==> src/rtl/cpu_core_pkg.sv <==
// Shared encodings for the cpu_core slice: FSM states, opcodes, ALU operations
// and small decode helpers used by the core.
package cpu_core_pkg;

  typedef enum logic [2:0] {
    ST_FETCH     = 3'd0,
    ST_REGLOAD   = 3'd1,
    ST_EXEC      = 3'd2,
    ST_WRITEBACK = 3'd3,
    ST_NEXT      = 3'd4,
    ST_HALTED    = 3'd5
  } state_e;

  localparam logic [3:0] OP_NOP     = 4'h0;
  localparam logic [3:0] OP_LOADLO  = 4'h1;
  localparam logic [3:0] OP_IN      = 4'h2;
  localparam logic [3:0] OP_OUT     = 4'h3;
  localparam logic [3:0] OP_JMP     = 4'h4;
  localparam logic [3:0] OP_BR      = 4'h5;
  localparam logic [3:0] OP_HALT    = 4'h6;
  localparam logic [3:0] OP_NOP_ALT = 4'h7;

  localparam logic [2:0] ALU_ADD = 3'd0;
  localparam logic [2:0] ALU_SUB = 3'd1;
  localparam logic [2:0] ALU_AND = 3'd2;
  localparam logic [2:0] ALU_OR  = 3'd3;
  localparam logic [2:0] ALU_XOR = 3'd4;
  localparam logic [2:0] ALU_SHL = 3'd5;
  localparam logic [2:0] ALU_SHR = 3'd6;
  localparam logic [2:0] ALU_SLT = 3'd7;

  // Opcodes 8..15 are ALU operations selected by the low three bits.
  function automatic logic is_alu(input logic [3:0] op);
    return op[3];
  endfunction

  // Opcodes whose result lands in rd during WRITEBACK.
  function automatic logic writes_rd(input logic [3:0] op);
    return op[3] || (op == OP_LOADLO) || (op == OP_IN);
  endfunction

endpackage

==> src/rtl/cpu_regfile.sv <==
// Register file: two combinational read ports, one write port, register 0
// hard-wired to zero. All registers clear on reset.
module cpu_regfile
  import cpu_core_pkg::*;
#(
  parameter int WORD_WIDTH = 16,
  parameter int NUM_REGS   = 16,
  parameter int IDX_W      = 4
) (
  input  logic                  clk,
  input  logic                  do_reset_n,
  input  logic [IDX_W-1:0]      raddr_a,
  output logic [WORD_WIDTH-1:0] rdata_a,
  input  logic [IDX_W-1:0]      raddr_b,
  output logic [WORD_WIDTH-1:0] rdata_b,
  input  logic                  we,
  input  logic [IDX_W-1:0]      waddr,
  input  logic [WORD_WIDTH-1:0] wdata
);

  logic [WORD_WIDTH-1:0] regs [NUM_REGS];

  // Register 0 has no storage, so writes to it simply vanish.
  assign regs[0] = '0;

  genvar gi;
  generate
    for (gi = 1; gi < NUM_REGS; gi++) begin : g_reg
      localparam logic [IDX_W-1:0] MY_IDX = IDX_W'(gi);
      logic [WORD_WIDTH-1:0] reg_q;
      logic [WORD_WIDTH-1:0] reg_d;

      // Take the write data when this register is addressed.
      always_comb begin
        reg_d = reg_q;
        if (we && (waddr == MY_IDX)) reg_d = wdata;
      end

      // Storage flop, cleared by reset.
      always_ff @(posedge clk) begin
        if (!do_reset_n) reg_q <= '0;
        else             reg_q <= reg_d;
      end

      assign regs[gi] = reg_q;
    end
  endgenerate

  // Read ports are plain muxes; the core latches their outputs in REGLOAD.
  always_comb begin
    rdata_a = regs[raddr_a];
    rdata_b = regs[raddr_b];
  end

endmodule

==> src/rtl/cpu_core.sv <==
// Multi-cycle 16-bit-instruction core: FETCH, REGLOAD, EXEC, WRITEBACK, NEXT,
// with handshaked instruction fetch and port I/O, and a sticky HALTED state.
module cpu_core
  import cpu_core_pkg::*;
#(
  parameter int WORD_WIDTH = 16,
  parameter int NUM_REGS   = 16,
  parameter int ADDR_WIDTH = 8
) (
  input  logic                  clk,
  input  logic                  do_reset_n,
  output logic                  imem_req,
  output logic [ADDR_WIDTH-1:0] imem_addr,
  input  logic                  imem_ack,
  input  logic [15:0]           imem_data,
  output logic                  port_req,
  output logic                  port_we,
  output logic [WORD_WIDTH-1:0] port_addr,
  output logic [WORD_WIDTH-1:0] port_wdata,
  input  logic                  port_ack,
  input  logic [WORD_WIDTH-1:0] port_rdata,
  output logic                  halted,
  output logic [2:0]            state
);

  localparam int IDX_W = (NUM_REGS > 1) ? $clog2(NUM_REGS) : 1;

  state_e                state_q, state_d;
  logic [ADDR_WIDTH-1:0] pc_q, pc_d;
  logic [15:0]           instr_q, instr_d;
  logic [WORD_WIDTH-1:0] a_q, a_d;      // R[ra]
  logic [WORD_WIDTH-1:0] s_q, s_d;      // R[rb], or R[rd] for OUT/BR
  logic [WORD_WIDTH-1:0] res_q, res_d;  // value to write back

  logic [3:0]            op;
  logic [IDX_W-1:0]      rd_idx, ra_idx, rb_idx;
  logic [7:0]            imm8;
  logic [3:0]            imm4;
  logic                  is_port_op;
  logic                  take_jump;
  logic [WORD_WIDTH-1:0] alu_res;
  logic [WORD_WIDTH-1:0] rf_rdata_a, rf_rdata_b;
  logic [IDX_W-1:0]      rf_raddr_b;
  logic                  rf_we;

  assign op         = instr_q[15:12];
  assign rd_idx     = instr_q[8 +: IDX_W];
  assign ra_idx     = instr_q[4 +: IDX_W];
  assign rb_idx     = instr_q[0 +: IDX_W];
  assign imm8       = instr_q[7:0];
  assign imm4       = instr_q[3:0];
  assign is_port_op = (op == OP_IN) || (op == OP_OUT);

  // Only OUT and BR need R[rd], and neither needs R[rb], so the second read
  // port serves both roles and three operands fit in two ports.
  assign rf_raddr_b = ((op == OP_OUT) || (op == OP_BR)) ? rd_idx : rb_idx;
  assign rf_we      = (state_q == ST_WRITEBACK) && writes_rd(op) && do_reset_n;

  cpu_regfile #(
    .WORD_WIDTH (WORD_WIDTH),
    .NUM_REGS   (NUM_REGS),
    .IDX_W      (IDX_W)
  ) u_rf (
    .clk        (clk),
    .do_reset_n (do_reset_n),
    .raddr_a    (ra_idx),
    .rdata_a    (rf_rdata_a),
    .raddr_b    (rf_raddr_b),
    .rdata_b    (rf_rdata_b),
    .we         (rf_we),
    .waddr      (rd_idx),
    .wdata      (res_q)
  );

  // ALU on the latched operands; shifts use only R[ra].
  always_comb begin
    alu_res = '0;
    unique case (op[2:0])
      ALU_ADD: alu_res = a_q + s_q;
      ALU_SUB: alu_res = a_q - s_q;
      ALU_AND: alu_res = a_q & s_q;
      ALU_OR:  alu_res = a_q | s_q;
      ALU_XOR: alu_res = a_q ^ s_q;
      ALU_SHL: alu_res = {a_q[WORD_WIDTH-2:0], 1'b0};
      ALU_SHR: alu_res = {1'b0, a_q[WORD_WIDTH-1:1]};
      ALU_SLT: alu_res[0] = (a_q < s_q);
    endcase
  end

  // Next-state logic; HALTED is only left through reset.
  always_comb begin
    state_d = state_q;
    case (state_q)
      ST_FETCH:     if (imem_ack) state_d = ST_REGLOAD;
      ST_REGLOAD:   state_d = ST_EXEC;
      ST_EXEC: begin
        if (op == OP_HALT)   state_d = ST_HALTED;
        else if (is_port_op) begin
          if (port_ack) state_d = ST_WRITEBACK;
        end
        else                 state_d = ST_WRITEBACK;
      end
      ST_WRITEBACK: state_d = ST_NEXT;
      ST_NEXT:      state_d = ST_FETCH;
      ST_HALTED:    state_d = ST_HALTED;
      default:      state_d = ST_FETCH;
    endcase
  end

  // Datapath registers: instruction, operands, result and PC updates.
  always_comb begin
    instr_d   = instr_q;
    a_d       = a_q;
    s_d       = s_q;
    res_d     = res_q;
    pc_d      = pc_q;
    take_jump = (op == OP_JMP) || ((op == OP_BR) && (s_q != '0));
    case (state_q)
      ST_FETCH:   if (imem_ack) instr_d = imem_data;
      ST_REGLOAD: begin
        a_d = rf_rdata_a;
        s_d = rf_rdata_b;
      end
      ST_EXEC: begin
        if (is_alu(op)) res_d = alu_res;
        else begin
          case (op)
            OP_LOADLO: res_d = WORD_WIDTH'(imm8);
            OP_IN:     if (port_ack) res_d = port_rdata;
            OP_NOP, OP_NOP_ALT, OP_OUT, OP_JMP, OP_BR, OP_HALT: res_d = res_q;
            default:   res_d = res_q;
          endcase
        end
      end
      ST_NEXT: begin
        if (take_jump) pc_d = pc_q + ADDR_WIDTH'($signed(imm8));
        else           pc_d = pc_q + ADDR_WIDTH'(1);
      end
      default: ;
    endcase
  end

  // Bus outputs. Requests are gated by reset so that nothing is requested
  // while reset is held, even though the state register already reads FETCH.
  always_comb begin
    imem_req   = (state_q == ST_FETCH) && do_reset_n;
    imem_addr  = pc_q;
    port_req   = (state_q == ST_EXEC) && is_port_op && do_reset_n;
    port_we    = port_req && (op == OP_OUT);
    port_addr  = port_req ? (a_q + WORD_WIDTH'(imm4)) : '0;
    port_wdata = port_we ? s_q : '0;
    halted     = (state_q == ST_HALTED);
    state      = state_q;
  end

  // State and datapath registers with synchronous active-low reset.
  always_ff @(posedge clk) begin
    if (!do_reset_n) begin
      state_q <= ST_FETCH;
      pc_q    <= '0;
      instr_q <= '0;
      a_q     <= '0;
      s_q     <= '0;
      res_q   <= '0;
    end else begin
      state_q <= state_d;
      pc_q    <= pc_d;
      instr_q <= instr_d;
      a_q     <= a_d;
      s_q     <= s_d;
      res_q   <= res_d;
    end
  end

endmodule

==> config.mk <==
export PLATFORM = sky130hd
export DESIGN_NAME = cpu_core
export DESIGN_NICKNAME = d
export VERILOG_FILES = /design/src/rtl/cpu_core_pkg.sv /design/src/rtl/cpu_regfile.sv /design/src/rtl/cpu_core.sv
export SDC_FILE = /design/constraint.sdc
export NUM_CORES = 1
export LEC_CHECK = 0
export ABC_CLOCK_PERIOD_IN_PS = 3800
export CAP_MARGIN = 20
export CORE_ASPECT_RATIO = 0.75
export CORE_MARGIN = 2
export CORE_UTILIZATION = 64
export CTS_BUF_LIST = sky130_fd_sc_hd__clkbuf_4 sky130_fd_sc_hd__clkbuf_8
export CTS_CLUSTER_SIZE = 10
export DETAILED_ROUTE_END_ITERATION = 16
export PLACE_DENSITY = 0.82
export SYNTH_ARGS = -nofsm -noshare
export SYNTH_HDL_FRONTEND = slang
export SYNTH_SLANG_ARGS = --single-unit
==> constraint.sdc <==
create_clock -name clk -period 3.8 [get_ports clk]
set_input_delay 0.76 -clock clk [delete_from_list [all_inputs] [get_ports clk]]
set_output_delay 0.76 -clock clk [all_outputs]
set_load 0.01 [all_outputs]
==> results of run 1 <==
[report_power, final]
part	internal, uW	switching (uW)	total, uW
Combinational	487	795	1280
Clock	1930	1440	3360
Sequential	3340	114	3460
[through the flow]
stage / utilization, % / setup slack [ps] / std cells / instance area [sq um]
after floorplan: - / 861 / 2249 / 19700
after global placement: 69.7 / 277 / 2630 / 21100
after detailed placement: 69.7 / 83.5 / 2630 / 21100
after CTS: 73.7 / 5.64 / 2723 / 22300
after global routing: 73.8 / 0.307 / 2724 / 22300
final: 73.8 / 59.4 / 2724 / 22300
[flip-flops by register name (all words and copies together) (netlist names)]
| register | flops |
|---|---|
| imem_addr | 8 |
| a_q | 16 |
| instr_q | 16 |
| res_q | 16 |
| state | 3 |
| u_rf.g.reg_q | 240 |
| s_q | 16 |
[placed cells by master, fill, tap and decap left out, types with 11 or more instances in the layout]
cell / n
a21boi_0: 69
a21boi_1: 51
a21oi_1: 43
a221oi_1: 36
a22o_1: 19
and2_1: 13
buf_4: 88
clkbuf_4: 12
clkbuf_8: 72
clkdlybuf4s50_1: 75
dfxtp_1: 309
ha_1: 62
inv_1: 55
mux2_2: 22
mux2i_1: 207
mux4_2: 80
nand2_1: 326
nand2b_1: 11
nand3_1: 149
nor2_1: 97
nor2b_1: 156
nor3_1: 34
nor3b_1: 19
o211ai_1: 12
o21ai_0: 43
o21ai_1: 22
o22ai_1: 29
xnor2_1: 19
[cells by family after synthesis]
kind of cell | count (synthesis) | synth area share (%)
adder cells (fa/ha/maj) | 67 | 4.40
XOR/XNOR | 23 | 1.02
flip-flops | 315 | 32.0
AO/OA/AOI/OAI | 425 | 15.3
buffers and inverters | 246 | 5.01
AND/OR/NAND/NOR | 861 | 21.2
multiplexers | 312 | 21.1
[layer usage]
layer | track usage [%] | part of all wire [%]
met4 | 18.6 | 4.6
met2 | 60.9 | 44
met1 | 54.9 | 40
met3 | 9.21 | 12
met5 | 0 | 0
[path summary, 6_finish.rpt]
path                            from                      end  slack, ps  cells past startpoint
max                      instr_q[13]                   s_q[2]         60                      9
min                       do_reset_n                 state[2]        460                      2
max reg2reg              instr_q[13]                   s_q[2]         60                      9
min reg2reg  u_rf.g_reg[8].reg_q[14]  u_rf.g_reg[8].reg_q[14]        470                      2
[final cells by class]
cell class,instances,area share (%)
Tap cell,399,2.24
Sequential cell,315,28.3
Timing Repair Buffer,174,7.02
Clock inverter,9,0.426
Clock buffer,84,4.85
Multi-Input combinational cell,1688,56.2
Inverter,55,0.926
[critical path: cells and delay by family (launching register included)]
family | cells | cell delay, ps
compound gates | 3 | 1170
flops | 1 | 360
buf+inv | 3 | 750
mux | 1 | 950
simple gates | 2 | 290
[repair_timing]
item,CTS,global route
pin swaps,1,3
setup endpoints to repair,9,6
setup buffers,0,1
hold buffers,0,0
gates resized for setup,8,9
==> flow_summary.toml, run 1 <==
[setup_path]
cpMostUsedCell = "buf_4"
cp-start-kind = "flop"
crit_required_ps = 4200
worstSetupEndpointType = "flop"
path_cells = "nand2b_1, buf_4, a211oi_2, buf_4, mux2_2, nor3_2, buf_4, a221oi_1, o21ai_1"
crit_type = "reg -> reg"
critPathMaxStageDelay_ps = 950
cpMaxStageDelayCell = "mux2_2"
crit_fanout = 49
arrival_ps = 4140

[clock_tree]
cts_buffers = 50
cts_htree_levels = 2
cts_buffer_depth = 3
clkTransAtPathRegs_ps = 60
clock_sinks = 315
root_buffer = "clkbuf_8"
cts_tree = "built"
clock_latency_ps = 640

[grt]
antenna_found_initial = 0
globalRouteOverflowTotal = 0
grt_first_pass_wirelength_microns = 101000
grt_pass1_vias = 17591
grt_use_total_pct = 40.3
grt_max_degree = 125

[timing]
hold_violations = 0
fin_crit_sh_pct = 98.4
slew_viol_final = 0
setup_viol = 0
layout_min_cycle_time_ps = 3740
tightestPinTransition_ps = 1150
clock-skew-final_ps = 52.5
timing.hold.ws_ps = 459
max_slew_margin_pct = 23.5
max_freq_ghz = 0.267
rsz0062_at_grt = "no"
setup_tns_ps = 0

[finish]
antennaDiodeCount = 0
multi_input_area_sq_um = 12500
nNetsFinal = 2387
syn_to_final_growth_pct = 13.1
drive_gt1_share_pct = 14.0
n_fill_cell = 2216
seq_area_sq_um = 6320

[logic_synthesis]
synth_top_area_share_pct = 32.0
synthesis.area_sq_um = 19700
postSynthCellCount = 2249
avgSynthCellArea_sq_um = 8.77
yosysUniqueCellTypes = 75
ys_top_cells_by_count = "nand2_1, dfxtp_1, mux2i_1"
synth-edff-count = 0
ys_top_cells_by_area = "dfxtp_1, mux2i_1, mux4_2"
synthesis.nets = 2352
synth_seq_cells = 315
yosysMostFrequentCell = "nand2_1"
ys.flop_type = "dfxtp_1"
seq_area_frac_synth_pct = 32.0
ys_warn_count = 0
synth_top_area_cell = "dfxtp_1"
synth_async_sr_flop_share_pct = 0

[floorplanning]
die_h_microns = 156
initial_core_util_pct = 65.3
rows = 55
core_sq_um = 30200
die_x_microns = 207
ioPinCount = 83
dieArea_sq_um = 32200

[placed_design]
numPortBuffers = 82
gp_congestion = 0.985
post-dp-hpwl_microns = 44200

[routing]
wl_per_cell_microns = 24.2
postRouteAntennaNets = 0
route.detailed.drc = 0
first_pass_iters = 6
drt-initial-drc-count = 2660
vias_per_cell = 6.83
totalWireLength_microns = 66000
via_count = 18598

[power_and_ir_drop]
ir_worst_vdd_v = 0.000490
power_density_nw_per_um2 = 363
p_leak_uw = 0.00743
power_uw = 8100

[run]
cap_violations = 0

[status]
outcome = "finished, final reports clean"

[worst_hold_path]
hold_class = "in -> reg"
No activity file was read; power rests on OpenSTA's default activity.
==> inputs of run 2 (changes only) <==
Settings changed: GPL_ROUTABILITY_DRIVEN from default to 1.
==> results of run 2 <==
No change in the layout: final DEF, timing and power equal those of run 1.
